`src/rtl/sum_24bit.sv`:
```
// sum_24bit: registered 24-bit adder with a KPG carry-in code.
// Carries come from a Kogge-Stone style parallel-prefix tree over 25 KPG
// entries. Entry 0 is the carry-in and entries 1..24 are operand bits 0..23.
// The result is registered, so latency is exactly one cycle.
module sum_24bit (
   input  logic        clk,
   input  logic        rst_n,
   input  logic [23:0] a,
   input  logic [23:0] b,
   input  logic [1:0]  kIn,
   output logic [24:0] sum
);

   // KPG encoding: kill 2'b00, propagate 2'b01, generate 2'b11.
   // The higher-order code wins unless it propagates; in that case the
   // lower-order code passes through.
   function automatic logic [1:0] kpg_combine(input logic [1:0] hi, input logic [1:0] lo);
      return (hi == 2'b01) ? lo : hi;
   endfunction

   // One prefix level: each entry at or above 'span' absorbs the entry
   // 'span' positions below it. Lower entries pass through unchanged.
   function automatic logic [49:0] prefix_level(input logic [49:0] v, input int span);
      logic [49:0] r;
      r = v;
      for (int i = 0; i < 25; i++) begin
         if (i >= span) begin
            r[2*i +: 2] = kpg_combine(v[2*i +: 2], v[2*(i-span) +: 2]);
         end
      end
      return r;
   endfunction

   logic [49:0] w_l0;
   logic [49:0] w_l1;
   logic [49:0] w_l2;
   logic [49:0] w_l3;
   logic [49:0] w_l4;
   logic [49:0] w_l5;
   logic [24:0] w_carry;
   logic [24:0] w_sum_next;

   // Leaf codes. The carry-in entry is forced to kill or generate, so the
   // reserved and propagate codes both resolve to a carry-in of 0 and every
   // group code is fully resolved at the top of the tree.
   always_comb begin
      w_l0 = '0;
      w_l0[1:0] = (kIn == 2'b11) ? 2'b11 : 2'b00;
      for (int i = 0; i < 24; i++) begin
         w_l0[2*(i+1) +: 2] = {a[i] & b[i], a[i] | b[i]};
      end
   end

   assign w_l1 = prefix_level(w_l0, 1);
   assign w_l2 = prefix_level(w_l1, 2);
   assign w_l3 = prefix_level(w_l2, 4);
   assign w_l4 = prefix_level(w_l3, 8);
   assign w_l5 = prefix_level(w_l4, 16);

   // Group code at position i spans the carry-in through bit i-1, so
   // 'generate' there is the carry into bit i. Position 24 gives the carry-out.
   always_comb begin
      w_carry = '0;
      for (int i = 0; i < 25; i++) begin
         w_carry[i] = w_l5[2*i+1] & w_l5[2*i];
      end
   end

   assign w_sum_next = {w_carry[24], a ^ b ^ w_carry[23:0]};

   // Output register. Reset clears it at once, which also discards any
   // result still in flight.
   always_ff @(posedge clk or negedge rst_n) begin
      if (!rst_n) begin
         sum <= '0;
      end else begin
         sum <= w_sum_next;
      end
   end

endmodule

```
`config.mk`:
```
export PLATFORM = sky130hd
export DESIGN_NAME = sum_24bit
export DESIGN_NICKNAME = d
export VERILOG_FILES = /design/src/rtl/sum_24bit.sv
export SDC_FILE = /design/constraint.sdc
export NUM_CORES = 1
export LEC_CHECK = 0
export CAP_MARGIN = 25
export CORE_UTILIZATION = 40
export DETAILED_ROUTE_END_ITERATION = 6
export PLACE_DENSITY_LB_ADDON = 0.1
export SETUP_SLACK_MARGIN = 0.2
export SLEW_MARGIN = 10
export SYNTH_ARGS = -nofsm -noshare
export SYNTH_HDL_FRONTEND = slang
export SYNTH_SLANG_ARGS = --single-unit
```
`constraint.sdc`:
```
create_clock -name clk -period 0.8 [get_ports clk]
set_input_delay 0.16 -clock clk [delete_from_list [all_inputs] [get_ports clk]]
set_output_delay 0.16 -clock clk [all_outputs]
set_load 0.01 [all_outputs]
```
==> metrics.md <==
| Metric | Value |
|---|---|
| Worst-path cell chain | `buf_8 > inv_8 > ha_4 > mux2_4 > a21oi_2 > nand2_2 > o31ai_4 > a221oi_4 > buf_6 > o221a_4 > xor2_2` |
| CTS Root Cell | `clkbuf_8` |
| Max Cap Violations | `0` |
| Diodes inserted | `0` |
| Post-synth top area share | `0.247` |
| Area occupied by multi-input gates | `approximately 2600 um2` |
| Cell variety after synth | `40` |
| Synth Instances | `272` |
| EDFF count, synth | `0` |
| H-tree depth | `1` |
| Mapped Nets | `roughly 370` |
| Biggest regs | `sum x25` |
| Port Buffers | `76` |
| CTS tree | `done` |
| FF+latch count, synth | `25` |
| Critical path type | `in2reg` |
| Highest Clock Rate | `522 MHz` |
| Yosys Warn Count | `0` |
| Filler instances | `about 320` |
| Syn-to-layout area delta | `101%` |
| CTS Buf Count | `3` |
| Max clock buf depth | `2` |
| FF/Latch Area | `626 um2` |
| Worst Tran Pin Value | `0.365 ns` |
| GRT Total Usage | `0.249` |
| Worst Path Required | `between 0.9 and 1 ns` |
| Die Area | `approximately 6700 um2` |
| Most frequent cell after synthesis | `inv_1` |
| DR iter-0 viols | `55` |
| Buf/Inv on CP | `3` |
| Pleak | `around 2.4 nW` |
| First-pass GRT wire length | `approximately 13000 um` |
| Avg Inst Size Synth | `around 9.3 um2` |
| Wire length per cell | `between 15 and 20 um` |
| Final setup viols | `49` |
| Grt ovf | `0` |
| Reg with most FFs | `sum` |
| Netlist Area Pre-Place | `2530 um2` |
| RSZ-0062 raised after global routing | `true` |
| Relative slew margins | `0.755` |
| Cell family with most CP delay | `compound AO/OA/AOI/OAI gates` |
| Max reg flops | `25` |
| Post-synthesis sequential area ratio | `0.247` |
| Final worst slack | `-1.12 ns` |
| Clock-pin slew on the worst setup and hold paths | `0.10 ns` |
| Layout cells sized above 1 | `0.694` |
| Crit path time final | `between 1.5 and 2 ns` |
| PwrDens | `1390 nW/um2` |
| Die X | `about 82 um` |
| Outcome | `complete, but fails checks` |
| CP Launch Type | `primary input` |
| Die height | `between 80 and 90 um` |
| DRC violations left | `0` |
| Starting density of the core | `0.420` |
| Site Rows | `28` |
| Critical Path End Type | `flop` |
| Main synth FF type | `dfrtp_1` |
| Core ar. | `approximately 6000 um2` |
| Dpl hpwl | `~5200 um` |
| Tcrit/Tclk final | `2.39` |
| Top post-synthesis cells by area | `dfrtp_1 (25%), ha_1 (24%), mux2i_1 (9.5%)` |
| I/O pins | `between 70 and 80` |
| Hold Crit Class | `in2async` |
| Largest fanout on the critical path | `3` |
| CP peak stage delay | `0.34 ns` |
| Vias/cell | `5.03` |
| Via count | `~2700` |
| Commonest cells post-synth | `inv_1 (53), ha_1 (48), dfrtp_1 (25)` |
| Synth async-reset ratio | `1.00` |
| Total power | `approximately 7.1 mW` |
| Initial DRT Pass Iterations | `4` |
| Fin. Hold Viols | `0` |
| Final hold slack | `about 0.23 ns` |
| WL final | `between 8000 and 9000 um` |
| Initial antenna violation count | `0` |
| Routed Antenna Nets | `0` |
| Slowest stage cell, crit path | `mux2_4` |
| GP Congestion | `between 0.8 and 0.9` |
| Largest net degree at the start of global routing | `26` |
| CP startpoint | `a[8]` |
| Sink Count | `25` |
| Layout Nets | `556` |
| Peak supply drop | `between 0.0008 and 0.0009 V` |
| Failing checks | `setup timing` |
| Max Slew Vio Count | `0` |
| Worst Path Arrival | `2.08 ns` |
| Post-CTS Hold Buffers | `0` |
| Post-synth top area cell | `dfrtp_1` |
| Number of global-route vias before repair | `~2800` |
[worst max-delay path by stage]
stage	to	slack (ns)	cells after the start
2_1_floorplan	sum[23]	-1.20	9
3_3_place_gp	sum[23]	-1.94	11
3_5_place_dp	sum[23]	-1.96	11
4_1_cts	sum[23]	-1.05	11
5_1_grt	sum[17]	-1.20	11
6_report	sum[23]	-1.12	11
[cells in the final DEF, fill, tap and decap left out, drive strengths merged, types with 2 or more instances in the layout]
cell           synthesis  layout
a21boi                 2       2
a21oi                  7       7
a221oi                 3       3
a22o                   2       2
a31oi                  2       2
buf                    0     150
clkbuf                 0       6
clkdlybuf4s15          0       5
clkdlybuf4s50          0       5
dfrtp                 25      25
dlygate4sd2            0      14
dlymetal6s2s           0       2
ha                    48      48
inv                   53      53
mux2                   8       8
mux2i                 24      24
nand2                 13      13
nand2b                 3       3
nand3                  3       3
nor2                  15      15
nor2b                  8       8
nor3                   3       3
o21ai                 13      13
o311ai                 2       2
o31ai                  4       4
xnor2                 15      15
xor2                   8       8
[cell families after synthesis]
family,after synthesis,share of synthesized area
AOI/OAI and AO/OA,42,0.127
and+or+nand+nor,48,0.0879
muxes,32,0.132
buffers and inverters,53,0.0785
DFF,25,0.247
xor gates and xnor gates,23,0.0825
adders and majority gates,49,0.245
[routing by layer]
metal | global-route usage | part of all wire | vias to the layer above
met1 | 0.276 | 0.39 | 1275
li1 | - | - | 1268
met4 | 0.104 | 0.039 | 0
met3 | 0.0344 | 0.037 | 31
met5 | 0 | 0 | -
met2 | 0.470 | 0.54 | 87
[through the flow]
stage / cell area (um2) / std cells / setup TNS, ns / setup slack (ns) / util
after floorplan: 2800 / 272 / -18.28 / -1.20 / -
after global placement: 4210 / 495 / -42.97 / -1.94 / 0.699
after detailed placement: 4210 / 495 / -43.78 / -1.96 / 0.699
after CTS: 4840 / 523 / -21.44 / -1.05 / 0.803
after global routing: 5090 / 529 / -25.04 / -1.20 / 0.845
final: 5090 / 529 / -22.98 / -1.12 / 0.845
[final cells by class]
type	count	area share
flip-flops and latches	25	0.123
well taps	75	0.0184
repair buffers	178	0.289
inverters	53	0.0533
clock buffers	4	0.00885
multi-input cells	194	0.508
[report_power, final]
group	internal, mW	leakage (nW)	switching (mW)
combinational	2.46	2.10	2.04
sequential	1.62	0.292	0.126
clock	0.358	0.0228	0.465
[what timing repair did]
action,in CTS,in global routing
setup endpoints to repair,50,50
buffers inserted,24,6
endpoints found under the hold margin,0,0
pin swaps,62,35
resized for setup,375,54
Note: power is estimated with default switching activity, not from simulation.
